<file path="src/rtl/seq_det_pkg.sv">
// Shared types, default sizes and the pattern-length clamp for the sequence
// detector controller and its match core.
package seq_det_pkg;

  localparam int DEF_WORD_W  = 8;
  localparam int DEF_PAT_MAX = 8;
  localparam int DEF_CNT_W   = 8;
  localparam int LEN_W       = 4;

  typedef enum logic {
    IDLE  = 1'b0,
    SHIFT = 1'b1
  } state_t;

  // A pattern shorter than two bits would fire on nearly every bit, so two is the floor.
  function automatic logic [LEN_W-1:0] clamp_len(input logic [LEN_W-1:0] len,
                                                 input int pat_max);
    if (len < LEN_W'(2)) return LEN_W'(2);
    if (int'(len) > pat_max) return LEN_W'(pat_max);
    return len;
  endfunction

endpackage

</file>
<file path="src/rtl/seq_det_ctrl_if.sv">
// Configuration, word handshake and detector status bundle between the bus
// side (master) and the sequence detector controller (slave).
interface seq_det_ctrl_if
  import seq_det_pkg::*;
#(
  parameter int WORD_W  = DEF_WORD_W,
  parameter int PAT_MAX = DEF_PAT_MAX,
  parameter int CNT_W   = DEF_CNT_W
) ();

  logic               cfg_we;
  logic [PAT_MAX-1:0] cfg_pattern;
  logic [LEN_W-1:0]   cfg_len;
  logic [CNT_W-1:0]   cfg_thresh;
  logic               in_valid;
  logic [WORD_W-1:0]  in_data;
  logic               in_ready;
  logic               busy;
  logic               bit_out;
  logic               bit_valid;
  logic               match;
  logic [CNT_W-1:0]   match_count;
  logic               irq;
  logic               irq_clr;

  modport master (
    output cfg_we, cfg_pattern, cfg_len, cfg_thresh, in_valid, in_data, irq_clr,
    input  in_ready, busy, bit_out, bit_valid, match, match_count, irq
  );

  modport slave (
    input  cfg_we, cfg_pattern, cfg_len, cfg_thresh, in_valid, in_data, irq_clr,
    output in_ready, busy, bit_out, bit_valid, match, match_count, irq
  );

endinterface

</file>
<file path="src/rtl/seq_match_core.sv">
// Bit-serial overlapping pattern matcher: keeps the recent bit history and a
// fill count, and registers a one-cycle match pulse.
module seq_match_core
  import seq_det_pkg::*;
#(
  parameter int PAT_MAX = DEF_PAT_MAX
) (
  input  logic               clk,
  input  logic               reset,
  input  logic               clear,
  input  logic               bit_in,
  input  logic               bit_valid,
  input  logic [PAT_MAX-1:0] pattern,
  input  logic [LEN_W-1:0]   len,
  output logic               hit,
  output logic               match
);

  localparam int FILL_W = $clog2(PAT_MAX + 1);

  logic [PAT_MAX-1:0] hist;
  logic [PAT_MAX-1:0] hist_next;
  logic [PAT_MAX-1:0] mask;
  logic [FILL_W-1:0]  fill;
  logic [FILL_W-1:0]  fill_next;

  // The compare looks at the history as it will be once the current bit is in.
  always_comb begin
    hist_next = {hist[PAT_MAX-2:0], bit_in};
    fill_next = (int'(fill) == PAT_MAX) ? fill : fill + FILL_W'(1);
    mask      = '0;
    for (int i = 0; i < PAT_MAX; i++) begin
      mask[i] = (i < int'(len));
    end
    hit = bit_valid && (int'(fill_next) >= int'(len)) &&
          ((hist_next & mask) == (pattern & mask));
  end

  always_ff @(posedge clk or posedge reset) begin
    if (reset) begin
      hist  <= '0;
      fill  <= '0;
      match <= 1'b0;
    end else if (clear) begin
      hist  <= '0;
      fill  <= '0;
      match <= 1'b0;
    end else begin
      match <= hit;
      if (bit_valid) begin
        hist <= hist_next;
        fill <= fill_next;
      end
    end
  end

endmodule

</file>
<file path="src/rtl/seq_det_ctrl.sv">
// Word-level controller: accepts words over valid/ready, shifts them MSB-first
// into the match core, counts matches and raises a sticky threshold interrupt.
module seq_det_ctrl
  import seq_det_pkg::*;
#(
  parameter int WORD_W  = DEF_WORD_W,
  parameter int PAT_MAX = DEF_PAT_MAX,
  parameter int CNT_W   = DEF_CNT_W
) (
  input logic           clk,
  input logic           reset,
  seq_det_ctrl_if.slave bus
);

  localparam int                BIT_W    = (WORD_W > 1) ? $clog2(WORD_W) : 1;
  localparam logic [BIT_W-1:0]  LAST_BIT = BIT_W'(WORD_W - 1);
  localparam logic [CNT_W-1:0]  CNT_MAX  = '1;

  state_t             state;
  logic [WORD_W-1:0]  shreg;
  logic [BIT_W-1:0]   bit_idx;
  logic [PAT_MAX-1:0] pattern;
  logic [LEN_W-1:0]   len;
  logic [CNT_W-1:0]   thresh;
  logic [CNT_W-1:0]   count;
  logic               irq;
  logic               accept;
  logic               cfg_accept;
  logic               hit;

  assign accept     = bus.in_valid & bus.in_ready;
  assign cfg_accept = bus.cfg_we & (state == IDLE);

  assign bus.bit_out     = shreg[WORD_W-1];
  assign bus.match_count = count;
  assign bus.irq         = irq;

  // A word accepted on the last bit cycle reloads in place so bit_valid never drops.
  always_ff @(posedge clk or posedge reset) begin
    if (reset) begin
      state         <= IDLE;
      shreg         <= '0;
      bit_idx       <= '0;
      bus.in_ready  <= 1'b1;
      bus.busy      <= 1'b0;
      bus.bit_valid <= 1'b0;
    end else begin
      case (state)
        IDLE: begin
          if (accept) begin
            state         <= SHIFT;
            shreg         <= bus.in_data;
            bit_idx       <= LAST_BIT;
            bus.in_ready  <= (LAST_BIT == '0);
            bus.busy      <= 1'b1;
            bus.bit_valid <= 1'b1;
          end
        end
        SHIFT: begin
          if (bit_idx == '0) begin
            if (accept) begin
              shreg        <= bus.in_data;
              bit_idx      <= LAST_BIT;
              bus.in_ready <= (LAST_BIT == '0);
            end else begin
              state         <= IDLE;
              shreg         <= '0;
              bus.in_ready  <= 1'b1;
              bus.busy      <= 1'b0;
              bus.bit_valid <= 1'b0;
            end
          end else begin
            shreg        <= shreg << 1;
            bit_idx      <= bit_idx - BIT_W'(1);
            bus.in_ready <= (bit_idx == BIT_W'(1));
          end
        end
        default: begin
          state         <= IDLE;
          bus.in_ready  <= 1'b1;
          bus.busy      <= 1'b0;
          bus.bit_valid <= 1'b0;
        end
      endcase
    end
  end

  // irq_clr wins over a match landing on the same edge; that match goes uncounted.
  always_ff @(posedge clk or posedge reset) begin
    if (reset) begin
      pattern <= '0;
      len     <= LEN_W'(2);
      thresh  <= '0;
      count   <= '0;
      irq     <= 1'b0;
    end else if (cfg_accept) begin
      pattern <= bus.cfg_pattern;
      len     <= clamp_len(bus.cfg_len, PAT_MAX);
      thresh  <= bus.cfg_thresh;
      count   <= '0;
      irq     <= 1'b0;
    end else if (bus.irq_clr) begin
      count <= '0;
      irq   <= 1'b0;
    end else if (hit && (count != CNT_MAX)) begin
      count <= count + CNT_W'(1);
      if ((thresh != '0) && ((count + CNT_W'(1)) == thresh)) begin
        irq <= 1'b1;
      end
    end
  end

  seq_match_core #(
    .PAT_MAX (PAT_MAX)
  ) u_core (
    .clk       (clk),
    .reset     (reset),
    .clear     (cfg_accept),
    .bit_in    (bus.bit_out),
    .bit_valid (bus.bit_valid),
    .pattern   (pattern),
    .len       (len),
    .hit       (hit),
    .match     (bus.match)
  );

endmodule

</file>
<file path="src/flat_wrapper.sv">
// flat-port wrapper written by rule: the top's interface ports become plain ports
module seq_det_ctrl_flat import seq_det_pkg::*;
#(
  parameter int WORD_W  = DEF_WORD_W,
  parameter int PAT_MAX = DEF_PAT_MAX,
  parameter int CNT_W   = DEF_CNT_W
)
  (clk, reset, bus_cfg_we, bus_cfg_pattern, bus_cfg_len, bus_cfg_thresh, bus_in_valid, bus_in_data, bus_irq_clr, bus_in_ready, bus_busy, bus_bit_out, bus_bit_valid, bus_match, bus_match_count, bus_irq);
  seq_det_ctrl_if #(.WORD_W(WORD_W), .PAT_MAX(PAT_MAX), .CNT_W(CNT_W)) bus_i ();
  input logic clk;
  input logic reset;
  input wire logic [$bits(bus_i.cfg_we)-1:0] bus_cfg_we;
  input wire logic [$bits(bus_i.cfg_pattern)-1:0] bus_cfg_pattern;
  input wire logic [$bits(bus_i.cfg_len)-1:0] bus_cfg_len;
  input wire logic [$bits(bus_i.cfg_thresh)-1:0] bus_cfg_thresh;
  input wire logic [$bits(bus_i.in_valid)-1:0] bus_in_valid;
  input wire logic [$bits(bus_i.in_data)-1:0] bus_in_data;
  input wire logic [$bits(bus_i.irq_clr)-1:0] bus_irq_clr;
  output wire logic [$bits(bus_i.in_ready)-1:0] bus_in_ready;
  output wire logic [$bits(bus_i.busy)-1:0] bus_busy;
  output wire logic [$bits(bus_i.bit_out)-1:0] bus_bit_out;
  output wire logic [$bits(bus_i.bit_valid)-1:0] bus_bit_valid;
  output wire logic [$bits(bus_i.match)-1:0] bus_match;
  output wire logic [$bits(bus_i.match_count)-1:0] bus_match_count;
  output wire logic [$bits(bus_i.irq)-1:0] bus_irq;
  assign bus_i.cfg_we = bus_cfg_we;
  assign bus_i.cfg_pattern = bus_cfg_pattern;
  assign bus_i.cfg_len = bus_cfg_len;
  assign bus_i.cfg_thresh = bus_cfg_thresh;
  assign bus_i.in_valid = bus_in_valid;
  assign bus_i.in_data = bus_in_data;
  assign bus_i.irq_clr = bus_irq_clr;
  assign bus_in_ready = bus_i.in_ready;
  assign bus_busy = bus_i.busy;
  assign bus_bit_out = bus_i.bit_out;
  assign bus_bit_valid = bus_i.bit_valid;
  assign bus_match = bus_i.match;
  assign bus_match_count = bus_i.match_count;
  assign bus_irq = bus_i.irq;
  seq_det_ctrl #(.WORD_W(WORD_W), .PAT_MAX(PAT_MAX), .CNT_W(CNT_W)) u_core (.clk(clk), .reset(reset), .bus(bus_i));
endmodule
</file>
<file path="config.mk">
export PLATFORM = sky130hd
export DESIGN_NAME = seq_det_ctrl_flat
export DESIGN_NICKNAME = d
export VERILOG_FILES = /design/src/rtl/seq_det_pkg.sv /design/src/rtl/seq_det_ctrl_if.sv /design/src/rtl/seq_match_core.sv /design/src/rtl/seq_det_ctrl.sv /design/src/flat_wrapper.sv
export SDC_FILE = /design/constraint.sdc
export NUM_CORES = 1
export LEC_CHECK = 0
export BUFFER_PORTS_ARGS = -buffer_cell sky130_fd_sc_hd__buf_2
export CELL_PAD_IN_SITES_DETAIL_PLACEMENT = 1
export CELL_PAD_IN_SITES_GLOBAL_PLACEMENT = 2
export CORE_MARGIN = 2
export CORE_UTILIZATION = 25
export DETAILED_ROUTE_END_ITERATION = 6
export PLACE_DENSITY_LB_ADDON = 0.1
export SLEW_MARGIN = 20
export SYNTH_ARGS = -nofsm -noshare
export SYNTH_HDL_FRONTEND = slang
export SYNTH_SLANG_ARGS = --single-unit
</file>
<file path="constraint.sdc">
create_clock -name clk -period 7.38 [get_ports clk]
set_input_delay 0 -clock clk [delete_from_list [all_inputs] [get_ports clk]]
set_output_delay 0 -clock clk [all_outputs]
set_load 0.05 [all_outputs]
</file>
### Word level (Yosys, flattened, before mapping)

Cells that the tools add are included.

| operators by class | value |
|---|---|
| $add $sub $neg | 3 |
| multiply operators | 0 |
| divide/modulo/power cells | 0 |
| $lt $le $gt $ge | 11 |
| equality and inequality tests | 8 |
| shifts and indexed selects | 0 |
| multiplexer cells | 40 |
| bitwise operators | 5 |
| reductions and logical operators | 11 |

Operator list:

| operator | count |
|---|---|
| $mux 8 | 6 |
| $mux 4 | 7 |
| $mux 1 | 18 |
| $and 8x8->8 | 2 |
| $eq 8x8->1 | 2 |
| $lt 3x4->1 const A | 4 |
| $pmux 8 s2 | 1 |
| $mux 7 | 2 |
| $add 8x1->8 const B | 1 |
| $lt 1x4->1 const A | 2 |
| $lt 2x4->1 const A | 2 |
| $ne 8x8->1 const B | 1 |
| $reduce_bool 8->1 | 1 |
| $mux 3 | 2 |
| $pmux 1 s2 | 3 |
| $pmux 3 s2 | 1 |
| $reduce_bool 3->1 | 2 |
| $add 4x1->4 const B | 1 |
| $eq 4x4->1 const B | 1 |
| $ge 4x4->1 | 1 |
| $gt 4x4->1 const B | 1 |
| $logic_and 1x1->1 | 4 |
| $lt 4x2->1 const B | 1 |
| $ne 2x2->1 const B | 2 |
| other kinds (9) | 10 |

| word-level totals | value |
|---|---|
| register bits | 55 |
| latch bits | 0 |
| RAM bits | 0 |
| memory bits (read-only) | 0 |
| bits of input ports | 33 |
| output and inout bits | 14 |
| logic and storage cells | 91 |
| memories kept | 0 |

### Longest topological paths before layout

Gate-level depths: netlist of run 1.

| logic depth | value |
|---|---|
| word-level depth | 9 |
| mapped depth | 13 |
| gate-level depth less buffers | 12 |

### Cells and area by module

A second synthesis of run 1 with hierarchy kept.

| unflattened totals | value |
|---|---|
| cells, all modules | 323 |
| area, all modules | 3,024.2 µm² |

Modules (own cells, without submodules):

| module | times used | cells each | area an instance (µm²) | sequential area each (µm²) |
|---|---|---|---|---|
| seq_det_ctrl | 1 | 239 | 2,177.1 | 1,078.5 |
| seq_match_core | 1 | 84 | 847.1 | 300.3 |

### Worst setup path after synthesis of run 1

No wires, ideal clock.

| timing path | value |
|---|---|
| kind | reg2reg |
| from | register u_core.u_core.fill[0] |
| to | register u_core.count[5] (netlist: u_core.bus.match_count[5]) |
| setup time | 77 ps |
| arrival | 2,339 ps |
| data required time | 7,303 ps |
| setup slack | 4,964 ps |
| stages on the path, launching flop included | 13 |
| path buffers | 0 |
| clock period less this slack | 2,416 ps |
| cell sequence | dfrtp_1 > inv_1 > ha_1 > nand2_1 > nor2_1 > xnor2_1 > ha_1 > nand2b_4 > a2111oi_1 > nor3_2 > o211ai_2 > or4_1 > a21oi_1 |

| on the way | value |
|---|---|
| word-level cells in the longest chain between the ends | 7 |
| elaborated cells on any way between the ends | 8 |
| classes of those cells | add/sub (1); order compare (1); eq/ne (1); mux (1); reduce/logical (4) |

Ends and longest elaborated chain:

| item | line | source |
|---|---|---|
| start: declaration | seq_match_core.sv:24 | `logic [FILL_W-1:0] fill;` |
| start signal: assignment | seq_match_core.sv:52 | `fill <= fill_next;` |
| $add 4x1->4 or $eq 4x4->1 (tied branches) | seq_match_core.sv:30 | `fill_next = (int'(fill) == PAT_MAX) ? fill : fill + FILL_W'(1);` |
| $mux 4 (*) | seq_match_core.sv:30 |  |
| $ge 4x4->1 (*) | seq_match_core.sv:35 | `hit = bit_valid && (int'(fill_next) >= int'(len)) &&` |
| $logic_and 1x1->1 (*) (2 in a row) | seq_match_core.sv:35 |  |
| $logic_and 1x1->1 (*) | seq_det_ctrl.sv:105 | `end else if (hit && (count != CNT_MAX)) begin` |
| $reduce_bool 3->1 (no source line) (*) | n/a |  |
| end signal: assignment | seq_det_ctrl.sv:106 | `count <= count + CNT_W'(1);` |
| end: declaration | seq_det_ctrl.sv:25 | `logic [CNT_W-1:0] count;` |

Every way passes the cells marked *; elsewhere a longest branch is shown, timed or not.
A chain may end at the register's enable or synchronous reset.

### Worst setup path in the final report of run 1

Same ends and word-level chain as after synthesis.

==> results of run 1 <==
## metrics by stage
stage	cell area, um2	utilization (%)	power (mW)	worst slack, ns
finish	3820	32.1	1.10	4.58
global placement	3380	28.4	0.843	4.66
CTS	3820	32.1	1.12	4.56
global route	3820	32.1	1.19	4.31
floorplan	3020	-	0.738	4.96
detailed placement	3380	28.4	0.850	4.58
## how the worst min path moves through the flow
stage,start,endpoint,slack [ns],depth (start not counted)
after detailed placement,bus_cfg_pattern[3],u_core.pattern[3],0.20,3
final,bus_cfg_len[1],u_core.len[0],0.009,3
after floorplan,bus_in_valid,u_core.bus.in_ready,0.07,1
after global placement,bus_in_valid,u_core.bus.in_ready,0.18,2
after CTS,bus_cfg_len[1],u_core.len[0],0.02,3
after global routing,bus_cfg_len[1],u_core.len[0],0.03,3
## placed cells by master, fill, tap and decap left out, types with 4 or more instances in the layout
cell type / count
nor2_1: 21
nand2_1: 79
a21oi_1: 24
buf_2: 46
xor2_1: 8
clkbuf_16: 5
o21ai_0: 11
xnor2_1: 11
inv_1: 14
a221o_1: 7
or4_1: 4
nor3_1: 5
dfrtp_1: 53
nand3_1: 7
mux2i_1: 10
o31ai_1: 5
ha_1: 10
dlygate4sd3_1: 29
## per-layer routing
layer | routed length, um | up-vias | global-route usage [%]
met4 | 130 | 0 | 4.88
met1 | 4110 | 1282 | 19.0
met5 | 0 | - | 0
met2 | 3870 | 44 | 22.8
met3 | 302 | 8 | 2.66
li1 | - | 1289 | -
## worst min-delay path: cells and delay by family
family / cells / cell delay [ns]
AOI/OAI and AO/OA: 1 / 0.13
buffers and inverters: 1 / 0.09
and+or+nand+nor: 1 / 0.08
## flip-flops by register name, indices dropped and copies added, names as in the netlist
name,count
u_core.u_core.hist,7
u_core.bus.in_ready,1
u_core.u_core.match,1
u_core.bit_idx,3
u_core.pattern,8
u_core.u_core.fill,4
u_core.len,4
u_core.bus.busy,1
u_core.bus.match_count,8
u_core.thresh,8
u_core.bus.irq,1
u_core.shreg,8
u_core.state,1
## where the power goes
group          leakage (nW)  switching, mW  internal, mW
logic                 0.972          0.212         0.159
registers             0.717         0.0922         0.381
clock network        0.0746          0.126         0.128
## cells by family after synthesis
logic type / count (synthesis) / synth area share [%]
muxes: 10 / 3.32
AOI/OAI and AO/OA: 69 / 15.6
buffers and inverters: 30 / 4.44
DFF: 55 / 45.7
xor gates and xnor gates: 20 / 6.06
adders and majority gates: 10 / 4.15
and+or+nand+nor: 138 / 20.7
## area by class of cell
type                       count  area [um2]
fill                        1401        8090
multi-input combinational    247        1510
sequential                    55        1380
timing repair buffer          78         543
tap                          147         184
clock buffer                   5         125
inverter                      16        60.1
clock inverter                 3        22.5
==> run metrics, run 1 <==
status complete, no violations; IO Pins 47; top cell family by delay on the critical path simple AND/OR/NAND/NOR gates; Mapped Avg Cell Area between 9 and 10 um2; Port Buffers 46; row cnt 40; WL final around 8400 um; Worst-path clk slew approximately 0.08 ns; reg2reg end u_core.bus.match_count[5]; drt first-iter violations slightly below 80; final net count 446; GP Congestion 0.696; max_cap viols 0; Skew-Pair Late Insertion Delay ~0.31 ns; crit path DAT approximately 3.0 ns; fin crit share around 38%; Post-synth EDFFs 0; FMAX roughly 360 MHz; cell depth of the worst setup path 12; synth top area cells dfrtp_1 (44%), nand2_1 (9.8%), ha_1 (4.1%), a21oi_1 (4.0%), mux2i_1 (3.3%); Final Max Slew Viols 0; Power Density about 290 mW/mm2; Crit Path Category reg2reg; DRC Markers 0; vias in the first global route around 2700; Fin Hold WS around 0.009 ns; area grow syn2layout 26.6%; sequential share of the synthesized area roughly 46%; Primary FF master, synth dfrtp_1; maximum clock path buffer count 2; Critical Path RT between 7 and 8 ns; area share of the largest cell type after synthesis 44.0%; clk root buf clkbuf_16; ratio of cells with drive above 1 in the final layout 17.6%; Horiz. Die Dim roughly 110 um; Die Footprint around 0.013 mm2; crit path max fanout 15; Setup TNS 0 ns; Post-Syn Nets roughly 380; #FFs+latches synth 55; total core area around 0.012 mm2; Final ANT Viol Nets 0; most frequent cell after synthesis nand2_1; HPWL Detailed roughly 5700 um; Worst Skew about 0.0064 ns; crit path buf inv count 1; first-pass GRT wire length around 14000 um; critical path's slowest cell or4_1; Synth top cells by count nand2_1 (79), dfrtp_1 (53), a21oi_1 (24), nor2_1 (21), inv_1 (15); post-CTS setup buffers 0; total global-route track usage between 10 and 15%; Worst setup endpoint u_core.bus.match_count[5]; WL/cell 15.3 um; HP Class in2reg; H-Tree Depth 2; initial antenna violation count 0; crit path cell chain inv_1 -> ha_1 -> nand2_1 -> nor2_1 -> xnor2_1 -> ha_1 -> nand2b_4 -> a2111oi_1 -> nor3_2 -> o211ai_2 -> or4_1 -> a21oi_1; Placed Cells slightly above 500; hold buffers post-CTS 29; Final Non-Filler Cells about 550; Pleak about 1.8 nW; Syn. warnings 0; Reg2Reg Launch Point u_core.u_core.fill[0]; Post-Synthesis Cell Area between 0.003 and 0.004 mm2; CTS tree yes; Initial Utilization between 20% and 30%; Die Y 114 um; Final min period ~2.8 ns; cell taking the most area after synthesis dfrtp_1; Async SR Flop Fraction between 90% and 100%; Netlist cell types 51; clock sinks between 50 and 60; crit path capture type register; largest net degree at the start of global routing 56; R2R setup slack 4.58 ns; DR vias/cell 4.76; Max VDD drop about 0.091 mV; post-cts resize count 0; CTS Buf Count 5; r2r worst-path depth 12; Detailed Routing Iterations Pass 1 4; unrepaired setup endpoints after global routing no; via count between 2000 and 3000; Tightest Pin Transition 0.735 ns; grt ovf 0; CP peak stage delay just under 0.6 ns; CP startpoint u_core.u_core.fill[0]; # diodes 0; final setup violation count 0; max_slew headroom 51.0%; Startpoint Class register; Crit path top cell by count ha_1; Final Hold Vio Count 0; Cells after Synth between 300 and 400
No activity file was read; power rests on OpenSTA's default activity.
==> run 2: changes to the inputs <==
==> constraint.sdc (replaced) <==
create_clock -name clk -period 2.5 [get_ports clk]
set_input_delay 0 -clock clk [delete_from_list [all_inputs] [get_ports clk]]
set_output_delay 0 -clock clk [all_outputs]
set_load 0.05 [all_outputs]
==> run 2 against run 1 <==
The run now ends with setup timing left. Register-to-register slack got worse by 4.6 ns. Global-route usage is 0.15 points higher. Critical endpoint is now u_core.bus.match_count[0]. Largest cell class unchanged. Sequential power rose to 2.9 times the previous value. Combinational power grew to 3.6 times the previous value. Critical path depth is 1 higher. Clock skew hardly changed. Final cell count is 2.7% higher. Power rose to 3.1 times the previous value. Setup slack lost 4.6 ns. Die area is the same. Clock power increased to 2.8 times the previous value.
==> run metrics, run 2 (synthesis gave the netlist of run 1 again) <==
violated checks setup timing; final setup violation count 1 (was 0); max_slew headroom 59.9% (was 51.0%); Horiz. Die Dim 114 um (unchanged); clk root buf clkbuf_16 (unchanged); critical path's slowest cell dfrtp_1 (was or4_1); unrepaired setup endpoints after global routing yes (was no); Final min period 2.50 ns (was 2.80 ns); grt ovf 0 (unchanged); clock sinks 55 (unchanged); most common cell after layout, fill and taps aside nand2_1 (unchanged); Pleak 1.85 nW (was 1.76 nW); crit path DAT 2.72 ns (was 3.03 ns); row cnt 40 (unchanged); # diodes 0 (unchanged); drt first-iter violations 66 (was 79); worst setup margin -0.00223 ns (was 4.58 ns); Tightest Pin Transition 0.599 ns (was 0.735 ns); post-route cell area 0.00406 mm2 (was 0.00382 mm2); area grow syn2layout 34.6% (was 26.6%); Startpoint Class register (unchanged); largest net degree at the start of global routing 37 (was 56); GP Congestion 0.715 (was 0.696); Critical Path RT 2.72 ns (was 7.61 ns); Pwr Total 3.43 mW (was 1.10 mW); DR vias/cell 4.75 (was 4.76); final net count 461 (was 446); crit path capture type register (unchanged); Placed Area 0.00346 mm2 (was 0.00338 mm2); first-pass GRT wire length 14600 um (was 14300 um); Fill cells 1410 (was 1401); crit path max fanout 8 (was 15); Crit Path Category reg2reg (unchanged); Max VDD drop 0.345 mV (was 0.0913 mV); Port Buffers 46 (unchanged); via count 2688 (was 2623); Final ANT Viol Nets 0 (unchanged); HPWL Detailed 6220 um (was 5690 um); H-Tree Depth 2 (unchanged); CP peak stage delay 0.38 ns (was 0.59 ns); maximum clock path buffer count 2 (unchanged); Initial Utilization 25.3% (unchanged); IO Pins 47 (unchanged); status complete, but fails checks (was complete, no violations); vias in the first global route 2722 (was 2739); ratio of cells with drive above 1 in the final layout 23.4% (was 17.6%); Die Y 114 um (unchanged); Power Density 846 mW/mm2 (was 288 mW/mm2); DRC Markers 0 (unchanged); initial antenna violation count 0 (unchanged); Skew-Pair Late Insertion Delay 0.30 ns (was 0.31 ns); Final Hold Vio Count 0 (unchanged); post-layout util 34.1% (was 32.1%); Setup TNS -0.00223 ns (was 0 ns); Worst Skew 0.00612 ns (was 0.00642 ns); Detailed Routing Iterations Pass 1 4 (unchanged); fin crit share 100% (was 37.9%); Fin Hold WS 0.0539 ns (was 0.00925 ns); Final Max Slew Viols 0 (unchanged); HP Class in2reg (unchanged); CTS tree yes (unchanged); total core area 0.0119 mm2 (unchanged); max_cap viols 0 (unchanged); FMAX 400 MHz (was 357 MHz); total global-route track usage 14.2% (was 14.1%); crit path cell chain inv_2 -> ha_4 -> nand2_4 -> nand2_2 -> mux2i_2 -> ha_2 -> o21a_4 -> nor2_4 -> nor3_4 -> o211ai_4 -> buf_6 -> or3_4 -> a21oi_2 (was inv_1 -> ha_1 -> nand2_1 -> nor2_1 -> xnor2_1 -> ha_1 -> nand2b_4 -> a2111oi_1 -> nor3_2 -> o211ai_2 -> or4_1 -> a21oi_1); WL/cell 15.8 um (was 15.3 um); CTS Buf Count 5 (unchanged); commonest non-fill, non-tap cells in the layout nand2_1 (77), dfrtp_1 (53), buf_2 (46) (was nand2_1 (79), dfrtp_1 (53), buf_2 (46)); Die Footprint 0.0130 mm2 (unchanged); Worst-path clk slew 0.07 ns (was 0.08 ns); WL final 8950 um (was 8420 um)
[run 2: cell types whose count changed in the layout (fill, tap and decap cells not counted), moves of 2 or more]
cell     change
nand2_1      -2
buf_4       +12
buf_6        +2
ha_1         -3
ha_4         +2
[run 2: worst max-delay path: cells and delay by family, from the launching register on]
| family | cells | cell delay, ns |
|---|---|---|
| simple gates | 5 | 0.77 |
| flops | 1 | 0.38 |
| mux | 1 | 0.19 |
| fa+ha+maj | 2 | 0.42 |
| compound gates | 3 | 0.44 |
| buf+inv | 2 | 0.23 |
[run 2: path summary, 6_finish.rpt]
check                                 startpoint                   endpoint  slack, ns  cells past startpoint
setup / recovery           u_core.u_core.fill[0]  u_core.bus.match_count[0]     -0.002                     13
hold / removal                    bus_cfg_len[1]              u_core.len[1]       0.05                      5
setup reg to reg           u_core.u_core.fill[0]  u_core.bus.match_count[0]     -0.002                     13
hold reg to reg                u_core.bit_idx[0]          u_core.bit_idx[0]       0.51                      1
max in group asynchronous                  reset        u_core.bus.in_ready       1.55                      4
min in group asynchronous                  reset        u_core.u_core.match       0.30                      3
[run 2: report_power, final]
part | internal [mW] | leakage [nW] | switching (mW)
clock | 0.377 | 0.0675 | 0.345
sequential | 1.12 | 0.717 | 0.238
combinational | 0.593 | 1.07 | 0.756
[run 2: metrics by stage]
stage	setup WS, ns	cells
finish	-0.00223	566
global route	-0.115	566
CTS	-0.00375	563
detailed placement	-0.140	523
global placement	0.00738	523
floorplan	0.0837	332
[run 2: per-layer routing]
metal / track usage, % / up-vias / part of all wire (%)
li1: - / 1316 / -
met1: 20.3 / 1331 / 50
met2: 23.0 / 36 / 46
met3: 2.13 / 5 / 2.5
met4: 3.17 / 0 / 0.71
met5: 0 / - / 0
[run 2: what timing repair did]
action,CTS,global route
setup endpoints to repair,8,10
pin swaps,8,11
endpoints found under the hold margin,51,0
hold buffers,29,0
resized for setup,5,18
setup buffers,3,3
[run 2: cell type report]
cell class / count / area (um2) / share of cell area, %
Clock inverter: 2 / 16.3 / 0.401
Multi-Input combinational cell: 247 / 1610 / 39.8
Clock buffer: 6 / 129 / 3.18
Sequential cell: 55 / 1380 / 34.0
Inverter: 16 / 60.1 / 1.48
Timing Repair Buffer: 93 / 676 / 16.7
Tap cell: 147 / 184 / 4.53
==> run 3: changes to the inputs <==
--- a/config.mk
+++ b/config.mk
@@ -8,6 +8,7 @@
 export BUFFER_PORTS_ARGS = -buffer_cell sky130_fd_sc_hd__buf_2
 export CELL_PAD_IN_SITES_DETAIL_PLACEMENT = 1
 export CELL_PAD_IN_SITES_GLOBAL_PLACEMENT = 2
+export CORE_ASPECT_RATIO = 0.5
 export CORE_MARGIN = 2
 export CORE_UTILIZATION = 25
 export DETAILED_ROUTE_END_ITERATION = 6
==> run 3 against run 2 <==
The flow now finishes without violations. Setup slack better by 0.013 ns. First-iteration DRC count up 21%. Design area increased by 2.4%. Sequential power about the same. Core utilization increased by 1.2 points. Critical path type unchanged. Largest cell class unchanged.
==> run metrics, run 3 (synthesis gave the netlist of run 1 again) <==
status complete, no violations (was complete, but fails checks); maximum clock path buffer count 2 (unchanged); Tightest Pin Transition 0.605 ns (was 0.599 ns); met2 wire length 4100 um (was 4150 um); CP peak stage delay 0.54 ns (was 0.38 ns); vias in the first global route 2869 (was 2722); DR vias/cell 4.60 (was 4.75); Reg2Reg Launch Point u_core.u_core.fill[0] (unchanged); Sw Share 36.5% (was 39.0%); P_int 2.27 mW (was 2.09 mW); HPWL Detailed 6200 um (was 6220 um); Crit Path Category reg2reg (unchanged); Met3 Wirelength 331 um (was 222 um); unrepaired setup endpoints after global routing yes (unchanged); Final Max Slew Viols 0 (unchanged); DRC Markers 0 (unchanged); Final Hold Vio Count 0 (unchanged); largest net degree at the start of global routing 37 (unchanged); Comb pwr share 36.3% (was 39.3%); final setup violation count 0 (was 1); clock group share of total power 25.7% (was 21.0%); Final ANT Viol Nets 0 (unchanged); IO Pins 47 (unchanged); crit path cell chain buf_4 -> ha_4 -> nand2_2 -> mux2i_2 -> ha_2 -> o21a_2 -> nor2_2 -> nor3_2 -> buf_4 -> o211ai_4 -> or4_4 -> a21oi_2 (was inv_2 -> ha_4 -> nand2_4 -> nand2_2 -> mux2i_2 -> ha_2 -> o21a_4 -> nor2_4 -> nor3_4 -> o211ai_4 -> buf_6 -> or3_4 -> a21oi_2); clock sinks 55 (unchanged); Die Y 81.7 um (was 114 um); Die Footprint 0.0130 mm2 (about the same); Final Non-Filler Cells 584 (was 566); fin crit share 99.6% (was 100%); first-pass GRT wire length 14400 um (was 14600 um); Startpoint Class register (unchanged); max_slew headroom 59.5% (was 59.9%); met1 WL 4080 um (was 4510 um); Power Density 861 mW/mm2 (was 846 mW/mm2); total global-route track usage 14.1% (was 14.2%); total core area 0.0118 mm2 (was 0.0119 mm2); max_cap viols 0 (unchanged); top cell family by delay on the critical path simple AND/OR/NAND/NOR gates (unchanged); Seq pwr share 38.0% (was 39.7%); most common cell after layout, fill and taps aside nand2_1 (unchanged); # diodes 0 (unchanged); Critical Path RT 2.73 ns (was 2.72 ns); critical path's slowest cell or4_4 (was dfrtp_1); WL/cell 14.7 um (was 15.8 um); Crit path top cell by count buf_4; ratio of cells with drive above 1 in the final layout 25.5% (was 23.4%); WL final 8560 um (was 8950 um); Final min period 2.49 ns (was 2.50 ns); Max VDD drop 0.360 mV (was 0.345 mV); H-Tree Depth 2 (unchanged); post-layout util 35.3% (was 34.1%); row cnt 28 (was 40); FMAX 402 MHz (was 400 MHz); drt first-iter violations 80 (was 66); crit path max fanout 7 (was 8); Pleak 1.88 nW (was 1.85 nW); area grow syn2layout 37.8% (was 34.6%); GP Congestion 0.799 (was 0.715); CTS tree yes (unchanged); worst hold start bus_cfg_len[1] (unchanged); HP Class in2reg (unchanged); highest routed layer met4 (unchanged); NetSw 1.31 mW (was 1.34 mW); clk root buf clkbuf_16 (unchanged); commonest non-fill, non-tap cells in the layout nand2_1 (77), dfrtp_1 (53), buf_2 (46) (unchanged); CP startpoint u_core.u_core.fill[0] (unchanged); crit path DAT 2.72 ns (about the same); via count 2689 (was 2688); Horiz. Die Dim 159 um (was 114 um); Detailed Routing Iterations Pass 1 4 (unchanged); Initial Utilization 25.6% (was 25.3%); CTS Buf Count 5 (unchanged); Worst-path clk slew 0.07 ns (about the same); crit path buf inv count 2 (unchanged); grt ovf 0 (unchanged); Skew-Pair Late Insertion Delay 0.30 ns (about the same); Placed Cells 542 (was 523); crit path capture type register (unchanged); Port Buffers 46 (unchanged); initial antenna violation count 0 (unchanged); final net count 461 (unchanged); Worst Skew 0.00359 ns (was 0.00612 ns)
==> run 3: per-stage QoR <==
step / power [mW] / instance area (um2) / hold WS (ns) / setup TNS (ns) / worst slack (ns)
2_1_floorplan: 2.18 / 3020 / 0.0740 / 0 / 0.0837
4_1_cts: 3.57 / 4040 / 0.0143 / -0.0478 / -0.0315
3_5_place_dp: 2.54 / 3480 / 0.0994 / -0.651 / -0.107
5_1_grt: 3.86 / 4150 / 0.0525 / -0.697 / -0.127
6_report: 3.58 / 4150 / 0.0205 / 0 / 0.0107
3_3_place_gp: 2.50 / 3480 / 0.0889 / -0.147 / -0.0376
==> run 3: layout make-up <==
| cell class | count | area [um2] |
|---|---|---|
| flip-flops and latches | 55 | 1380 |
| inverters | 16 | 60.1 |
| clock inverters | 3 | 67.6 |
| fillers | 1386 | 7620 |
| multi-input cells | 247 | 1650 |
| repair buffers | 93 | 667 |
| clock buffers | 5 | 125 |
| well taps | 165 | 206 |
==> run 3: path summary, 6_finish.rpt <==
kind | to | slack, ns | cells past startpoint
setup / recovery | u_core.bus.match_count[5] | 0.01 | 12
hold / removal | u_core.len[0] | 0.02 | 3
setup reg to reg | u_core.bus.match_count[5] | 0.01 | 12
hold reg to reg | u_core.bus.irq | 0.51 | 2
max in group asynchronous | u_core.pattern[4] | 1.55 | 4
min in group asynchronous | u_core.bit_idx[0] | 0.30 | 3
==> run 3: power by group through the flow <==
stage / combinational [mW] / sequential [mW] / clock [mW]
2_1_floorplan: 0.834 / 1.34 / 0
3_3_place_gp: 1.12 / 1.38 / 0
3_5_place_dp: 1.16 / 1.38 / 0
4_1_cts: 1.26 / 1.36 / 0.949
5_1_grt: 1.47 / 1.41 / 0.986
6_report: 1.30 / 1.36 / 0.918
==> run 3: timing repair <==
item                                    in CTS  in global routing
endpoints found under the hold margin       49                  0
hold buffers                                29                  0
resized for setup                           11                 20
endpoints found under the setup margin       8                  9
pin swaps                                    9                 15
buffers inserted                             4                  1
==> run 3: layer usage <==
layer / vias up / global-route usage, %
li1: 1325 / -
met1: 1320 / 17.5
met2: 39 / 25.2
met3: 5 / 3.33
met4: 0 / 3.55
met5: - / 0
==> run 3: worst register-to-register path: cells and delay by family (launching register included) <==
family,cells,cell delay [ns]
flip-flops,1,0.40
AO/OA/AOI/OAI,3,0.37
AND/OR/NAND/NOR,4,0.77
multiplexers,1,0.08
adder cells (fa/ha/maj),2,0.49
buffers and inverters,2,0.31
